==> config.mk <==
export PLATFORM = sky130hd
export DESIGN_NAME = muldiv_ctrl_flat
export DESIGN_NICKNAME = d
export VERILOG_FILES = /design/src/rtl/muldiv_ctrl_pkg.sv /design/src/rtl/muldiv_ctrl_if.sv /design/src/rtl/muldiv_ctrl.sv /design/src/flat_wrapper.sv
export SDC_FILE = /design/constraint.sdc
export NUM_CORES = 1
export LEC_CHECK = 0
export CAP_MARGIN = 5
export CORE_AREA = 10 10 148 150
export CTS_CLUSTER_SIZE = 40
export DETAILED_ROUTE_END_ITERATION = 8
export DIE_AREA = 0 0 158 160
export MAX_ROUTING_LAYER = met4
export PLACE_DENSITY = 0.93
export SYNTH_ARGS = -nofsm -noshare
export SYNTH_HDL_FRONTEND = slang
export SYNTH_SLANG_ARGS = --single-unit
export TNS_END_PERCENT = 50
==> constraint.sdc <==
create_clock -name clk -period 3 [get_ports clk]
set_input_delay 0.45 -clock clk [delete_from_list [all_inputs] [get_ports clk]]
set_output_delay 0.45 -clock clk [all_outputs]
set_load 0.05 [all_outputs]
==> src/rtl/muldiv_ctrl_pkg.sv <==
// Shared encodings and types for the HI/LO multiply/divide sequencer.
// Optional build macro DIV_ZERO_FAST_EN is consumed in muldiv_ctrl.sv.
package muldiv_ctrl_pkg;

  typedef logic [31:0] word_t;
  typedef logic [63:0] dword_t;

  localparam logic [1:0] S_IDLE    = 2'b00;
  localparam logic [1:0] S_MUL_RUN = 2'b01;
  localparam logic [1:0] S_DIV_RUN = 2'b10;
  localparam logic [1:0] S_DONE    = 2'b11;

  localparam logic STOP                 = 1'b1;
  localparam logic NO_STOP              = 1'b0;
  localparam logic DIV_START            = 1'b1;
  localparam logic DIV_STOP             = 1'b0;
  localparam logic DIV_RESULT_READY     = 1'b1;
  localparam logic DIV_RESULT_NOT_READY = 1'b0;

  localparam word_t ZERO_WORD = 32'h0000_0000;

  typedef struct packed {
    word_t a;
    word_t b;
    logic  sgn;
  } operands_t;

endpackage

==> src/rtl/muldiv_ctrl_if.sv <==
// Bundle between the execute stage, the sequencer and the external mul/div units.
// The sequencer takes the slave view; the execute-stage side takes master.
interface muldiv_ctrl_if;
  import muldiv_ctrl_pkg::*;

  logic   flush;
  logic   pipe_stall;
  logic   op_mult;
  logic   op_multu;
  logic   op_div;
  logic   op_divu;
  logic   op_mthi;
  logic   op_mtlo;
  word_t  src_a;
  word_t  src_b;
  logic   stallreq;
  logic   hi_we;
  logic   lo_we;
  word_t  hi_wdata;
  word_t  lo_wdata;
  logic   mul_signed;
  word_t  mul_ina;
  word_t  mul_inb;
  dword_t mul_result;
  logic   div_start;
  logic   div_annul;
  logic   div_signed;
  word_t  div_opa;
  word_t  div_opb;
  dword_t div_result;
  logic   div_ready;

  modport slave (
    input  flush, pipe_stall, op_mult, op_multu, op_div, op_divu, op_mthi, op_mtlo,
    input  src_a, src_b, mul_result, div_result, div_ready,
    output stallreq, hi_we, lo_we, hi_wdata, lo_wdata,
    output mul_signed, mul_ina, mul_inb,
    output div_start, div_annul, div_signed, div_opa, div_opb
  );

  modport master (
    output flush, pipe_stall, op_mult, op_multu, op_div, op_divu, op_mthi, op_mtlo,
    output src_a, src_b, mul_result, div_result, div_ready,
    input  stallreq, hi_we, lo_we, hi_wdata, lo_wdata,
    input  mul_signed, mul_ina, mul_inb,
    input  div_start, div_annul, div_signed, div_opa, div_opb
  );

endinterface

==> src/rtl/muldiv_ctrl.sv <==
// Sequencer for the shared fixed-latency multiplier and start/ready divider feeding HI/LO.
// DIV_ZERO_FAST_EN: a zero divisor bypasses the divider and writes hi=src_a, lo=all-ones.
module muldiv_ctrl
  import muldiv_ctrl_pkg::*;
#(
  parameter int MUL_LAT = 1
) (
  input logic          clk,
  input logic          rst,
  muldiv_ctrl_if.slave bus
);

  logic [1:0] state;
  logic [3:0] cnt;
  operands_t  cap;
  dword_t     res;
  logic       done_first;

  logic is_mul;
  logic is_div;
  logic accept;
  logic div_zero;

  assign is_mul = bus.op_mult | bus.op_multu;
  assign is_div = bus.op_div | bus.op_divu;
  assign accept = (state == S_IDLE) && !bus.flush && (is_mul || is_div);

`ifdef DIV_ZERO_FAST_EN
  assign div_zero = is_div && (bus.src_b == ZERO_WORD);
`else
  assign div_zero = 1'b0;
`endif

  always_ff @(posedge clk) begin
    if (rst) begin
      state      <= S_IDLE;
      cnt        <= '0;
      cap        <= '0;
      res        <= '0;
      done_first <= 1'b0;
    end else begin
      case (state)
        S_IDLE: begin
          if (accept) begin
            cap <= '{a: bus.src_a, b: bus.src_b, sgn: bus.op_mult | bus.op_div};
            if (is_mul) begin
              state <= S_MUL_RUN;
              cnt   <= 4'(MUL_LAT);
            end else if (div_zero) begin
              res        <= {bus.src_a, 32'hFFFF_FFFF};
              state      <= S_DONE;
              done_first <= 1'b1;
            end else begin
              state <= S_DIV_RUN;
            end
          end
        end
        S_MUL_RUN: begin
          if (bus.flush) begin
            state <= S_IDLE;
          end else if (cnt == 4'd0) begin
            res        <= bus.mul_result;
            state      <= S_DONE;
            done_first <= 1'b1;
          end else begin
            cnt <= cnt - 4'd1;
          end
        end
        S_DIV_RUN: begin
          if (bus.flush) begin
            state <= S_IDLE;
          end else if (bus.div_ready == DIV_RESULT_READY) begin
            res        <= bus.div_result;
            state      <= S_DONE;
            done_first <= 1'b1;
          end
        end
        default: begin
          // Holding here while the pipe is stalled keeps the instruction from restarting.
          done_first <= 1'b0;
          if (bus.flush || !bus.pipe_stall) state <= S_IDLE;
        end
      endcase
    end
  end

  always_comb begin
    bus.stallreq   = NO_STOP;
    bus.hi_we      = 1'b0;
    bus.lo_we      = 1'b0;
    bus.hi_wdata   = ZERO_WORD;
    bus.lo_wdata   = ZERO_WORD;
    bus.mul_signed = 1'b0;
    bus.mul_ina    = ZERO_WORD;
    bus.mul_inb    = ZERO_WORD;
    bus.div_start  = DIV_STOP;
    bus.div_annul  = 1'b0;
    bus.div_signed = 1'b0;
    bus.div_opa    = ZERO_WORD;
    bus.div_opb    = ZERO_WORD;
    if (!rst) begin
      case (state)
        S_IDLE: begin
          if (!bus.flush) begin
            if (bus.op_mthi) begin
              bus.hi_we    = 1'b1;
              bus.hi_wdata = bus.src_a;
            end
            if (bus.op_mtlo) begin
              bus.lo_we    = 1'b1;
              bus.lo_wdata = bus.src_a;
            end
          end
          if (accept) bus.stallreq = STOP;
        end
        S_MUL_RUN: begin
          bus.stallreq   = STOP;
          bus.mul_signed = cap.sgn;
          bus.mul_ina    = cap.a;
          bus.mul_inb    = cap.b;
        end
        S_DIV_RUN: begin
          bus.stallreq   = STOP;
          bus.div_start  = (bus.div_ready == DIV_RESULT_NOT_READY) ? DIV_START : DIV_STOP;
          bus.div_annul  = bus.flush;
          bus.div_signed = cap.sgn;
          bus.div_opa    = cap.a;
          bus.div_opb    = cap.b;
        end
        default: begin
          if (done_first && !bus.flush) begin
            bus.hi_we    = 1'b1;
            bus.lo_we    = 1'b1;
            bus.hi_wdata = res[63:32];
            bus.lo_wdata = res[31:0];
          end
        end
      endcase
    end
  end

endmodule

==> src/flat_wrapper.sv <==
// flat-port wrapper written by rule: the top's interface ports become plain ports
module muldiv_ctrl_flat import muldiv_ctrl_pkg::*;
#(
  parameter int MUL_LAT = 1
)
  (clk, rst, bus_flush, bus_pipe_stall, bus_op_mult, bus_op_multu, bus_op_div, bus_op_divu, bus_op_mthi, bus_op_mtlo, bus_src_a, bus_src_b, bus_mul_result, bus_div_result, bus_div_ready, bus_stallreq, bus_hi_we, bus_lo_we, bus_hi_wdata, bus_lo_wdata, bus_mul_signed, bus_mul_ina, bus_mul_inb, bus_div_start, bus_div_annul, bus_div_signed, bus_div_opa, bus_div_opb);
  muldiv_ctrl_if bus_i ();
  input logic clk;
  input logic rst;
  input wire logic [$bits(bus_i.flush)-1:0] bus_flush;
  input wire logic [$bits(bus_i.pipe_stall)-1:0] bus_pipe_stall;
  input wire logic [$bits(bus_i.op_mult)-1:0] bus_op_mult;
  input wire logic [$bits(bus_i.op_multu)-1:0] bus_op_multu;
  input wire logic [$bits(bus_i.op_div)-1:0] bus_op_div;
  input wire logic [$bits(bus_i.op_divu)-1:0] bus_op_divu;
  input wire logic [$bits(bus_i.op_mthi)-1:0] bus_op_mthi;
  input wire logic [$bits(bus_i.op_mtlo)-1:0] bus_op_mtlo;
  input wire logic [$bits(bus_i.src_a)-1:0] bus_src_a;
  input wire logic [$bits(bus_i.src_b)-1:0] bus_src_b;
  input wire logic [$bits(bus_i.mul_result)-1:0] bus_mul_result;
  input wire logic [$bits(bus_i.div_result)-1:0] bus_div_result;
  input wire logic [$bits(bus_i.div_ready)-1:0] bus_div_ready;
  output wire logic [$bits(bus_i.stallreq)-1:0] bus_stallreq;
  output wire logic [$bits(bus_i.hi_we)-1:0] bus_hi_we;
  output wire logic [$bits(bus_i.lo_we)-1:0] bus_lo_we;
  output wire logic [$bits(bus_i.hi_wdata)-1:0] bus_hi_wdata;
  output wire logic [$bits(bus_i.lo_wdata)-1:0] bus_lo_wdata;
  output wire logic [$bits(bus_i.mul_signed)-1:0] bus_mul_signed;
  output wire logic [$bits(bus_i.mul_ina)-1:0] bus_mul_ina;
  output wire logic [$bits(bus_i.mul_inb)-1:0] bus_mul_inb;
  output wire logic [$bits(bus_i.div_start)-1:0] bus_div_start;
  output wire logic [$bits(bus_i.div_annul)-1:0] bus_div_annul;
  output wire logic [$bits(bus_i.div_signed)-1:0] bus_div_signed;
  output wire logic [$bits(bus_i.div_opa)-1:0] bus_div_opa;
  output wire logic [$bits(bus_i.div_opb)-1:0] bus_div_opb;
  assign bus_i.flush = bus_flush;
  assign bus_i.pipe_stall = bus_pipe_stall;
  assign bus_i.op_mult = bus_op_mult;
  assign bus_i.op_multu = bus_op_multu;
  assign bus_i.op_div = bus_op_div;
  assign bus_i.op_divu = bus_op_divu;
  assign bus_i.op_mthi = bus_op_mthi;
  assign bus_i.op_mtlo = bus_op_mtlo;
  assign bus_i.src_a = bus_src_a;
  assign bus_i.src_b = bus_src_b;
  assign bus_i.mul_result = bus_mul_result;
  assign bus_i.div_result = bus_div_result;
  assign bus_i.div_ready = bus_div_ready;
  assign bus_stallreq = bus_i.stallreq;
  assign bus_hi_we = bus_i.hi_we;
  assign bus_lo_we = bus_i.lo_we;
  assign bus_hi_wdata = bus_i.hi_wdata;
  assign bus_lo_wdata = bus_i.lo_wdata;
  assign bus_mul_signed = bus_i.mul_signed;
  assign bus_mul_ina = bus_i.mul_ina;
  assign bus_mul_inb = bus_i.mul_inb;
  assign bus_div_start = bus_i.div_start;
  assign bus_div_annul = bus_i.div_annul;
  assign bus_div_signed = bus_i.div_signed;
  assign bus_div_opa = bus_i.div_opa;
  assign bus_div_opb = bus_i.div_opb;
  muldiv_ctrl #(.MUL_LAT(MUL_LAT)) u_core (.clk(clk), .rst(rst), .bus(bus_i));
endmodule
==> impl_metrics.ini <==
[min_path]
hp-start = rst
hold_path.class = in2reg

[worst_setup_path]
critPathRequiredTime_ns = 2.55
worstPathMaxFanout = 33
crit_start = u_core.state[0]
cp_top_family = compound AO/OA/AOI/OAI gates
crit_type = reg2out
end_kind = output pin
critical_path.max_stage_delay_ns = 0.37
start_kind = flip-flop
r2r-start = u_core.state[0]
cp_num_buf_inv = 3
path_cells = inv_1 > ha_4 > nor2b_1 > nand2_1 > a211o_1 > buf_8 > a21oi_2 > buf_12
cp_slowest_cell = dfxtp_1
cp.arrival_ns = 2.51

[synthesis]
syn_inst = 964
seq_area_frac_synth_pct = 35.9
synth_area_leaders = dfxtp_1 (36%), and2_1 (11%), nand2_1 (9.4%), a211oi_2 (9.2%), mux2i_1 (9.0%)
synthFlopType = dfxtp_1
yosysTopAreaCellShare_pct = 35.9
syn-cell-area_um2 = 7590
postSynthAreaPerCell_um2 = 7.88
synth_edf_count = 0
ys_ff_latch = 136
synthTopCellsByCount = nand2_1 (191), dfxtp_1 (136), and2_1 (132)
ys_types = 33
yosys_warnings = 0
synth.largest_area_cell = dfxtp_1
ys_async_sr_fraction_pct = 0
synthMostInstantiatedCell = nand2_1
syn_nets = 1173

[final_layout]
final_cell_area_um2 = 13800
final.fill_count = 1245
drive_above_1_share_pct = 27.8
fin_nets = 1527
instances_no_fill = 1571
regArea_um2 = 2720
multi_input_area_um2 = 4870
fin_util_pct = 72.2
area.growth.synth_to_final_pct = 81.4

[timing]
slew_viol_final = 0
setup_viol = 0
hold_slack_ns = 0.359
setup_slack_ns = 0.0393
fmax_mhz = 338
period_share_pct = 98.7
fin_skew_ns = 0.0119
timing.setup.tns_ns = 0
hold_violations = 0
slew_headroom_pct = 36.1
finalCriticalPeriod_ns = 2.96
worst_slew_pin_slew_ns = 0.958

[route]
finalWirelength_um = 34400
drc_errors = 0
wl_per_cell_um = 21.9
dr.first_iter.drc_count = 494
drtPass1Iterations = 5
num_vias = 8442
viasPerCell = 5.37
drtAntennaViolNets = 0

[placed_design]
placed_cell_area_um2 = 12800
hpwl_um = 25900
place.gp.congestion = 0.968
pre_cts_slack_ns = 0.371
portBuffers = 401
post-place-cells = 1537

[clock_tree]
numCtsBuffers = 17
clock_latency_ns = 0.42
clock_path_buffers = 2
root_buffer = clkbuf_16
tritoncts = done
cts.sinks = 136
path_clk_slew_ns = 0.07
cts_setup_buffers = 0
hold_buffers = 0
cts_max_level = 4

[global_route]
overflow = 0
grt_first_pass_wirelength_um = 49800
track_usage_pct = 25.9
antenna_found_initial = 2
grt_pass1_vias = 8697
grt_max_degree = 71

[pwr]
leakagePower_nw = 5.06
powerDensity_nw_per_um2 = 622
p_total_mw = 8.56
vdd_drop_max_uv = 429

[floorplan]
die_y_um = 160
die_x_um = 158
pin_count = 402
rows = 51
die_area_um2 = 25300
core_um2 = 19100
start_util_pct = 39.8

[status]
run_status = finished clean

[flow_run]
maxCapViolCount = 0
## repair_timing
item / 4_1_cts / 5_1_grt
pin swaps: 0 / 0
endpoints found under the setup margin: 56 / 53
resized for setup: 30 / 49
## per-layer routing
metal	track usage [%]	routed length [um]	up-vias
li1	-	-	3925
met1	28.3	13100	3948
met2	42.9	16900	479
met3	6.15	2750	90
met4	13.0	1550	0
met5	-	0	-
## flip-flops by register name, summed over array words and instances, names as in the netlist
signal,flops
u_core.cap,65
u_core.res,64
u_core.cnt,4
u_core.state,2
u_core.done_first,1
## cell families after synthesis
| kind of cell | after synthesis | synth area share [%] |
|---|---|---|
| compound gates | 209 | 20.5 |
| fa+ha+maj | 6 | 0.989 |
| mux | 68 | 8.97 |
| buf+inv | 92 | 5.13 |
| simple gates | 453 | 28.6 |
| flops | 136 | 35.9 |
## layout make-up
type	count	area share, %
Timing Repair Buffer	418	38.2
Clock inverter	13	1.04
Inverter	9	0.245
Antenna cell	2	0.0363
Clock buffer	19	3.22
Multi-Input combinational cell	736	35.3
Sequential cell	136	19.8
Tap cell	238	2.16
## worst register-to-register path, stage by stage (launching register included)
cell and delay [ns]:
dfxtp_1 0.44, inv_1 0.15, ha_4 0.28, nor2b_1 0.21, a2111oi_4 0.42, buf_12 0.25
buf_4 0.36, nor2_1 0.14, a211oi_2 0.31
## layout by cell type, fill, tap and decap left out, types with 3 or more instances in the layout
master / instances
a211oi_1: 9
clkbuf_16: 17
nand2b_1: 31
a211oi_2: 56
buf_4: 85
nand2_1: 191
nor2b_4: 3
inv_1: 9
or3_1: 3
nor2_1: 78
buf_6: 3
ha_4: 3
and2_1: 132
clkdlybuf4s50_1: 201
buf_12: 128
mux2i_1: 68
o21ai_0: 3
nor2b_1: 6
a21oi_4: 15
a21oi_1: 66
clkinvlp_4: 4
dfxtp_1: 136
o22ai_1: 8
a21oi_2: 41
inv_6: 3
## power breakdown
group	internal [mW]	leakage [nW]	switching, mW
clock network	1.25	0.276	0.838
registers	2.26	1.11	0.293
logic	1.63	3.67	2.29
total	5.14	5.06	3.42
## path summary, 6_finish.rpt
kind | end | slack, ns | depth (start not counted)
setup / recovery | bus_hi_wdata[24] | 0.04 | 8
hold / removal | u_core.done_first | 0.36 | 2
setup reg to reg | u_core.res[36] | 0.34 | 8
hold reg to reg | u_core.cap[61] | 0.46 | 2
Power figures use the tool's default switching activity.
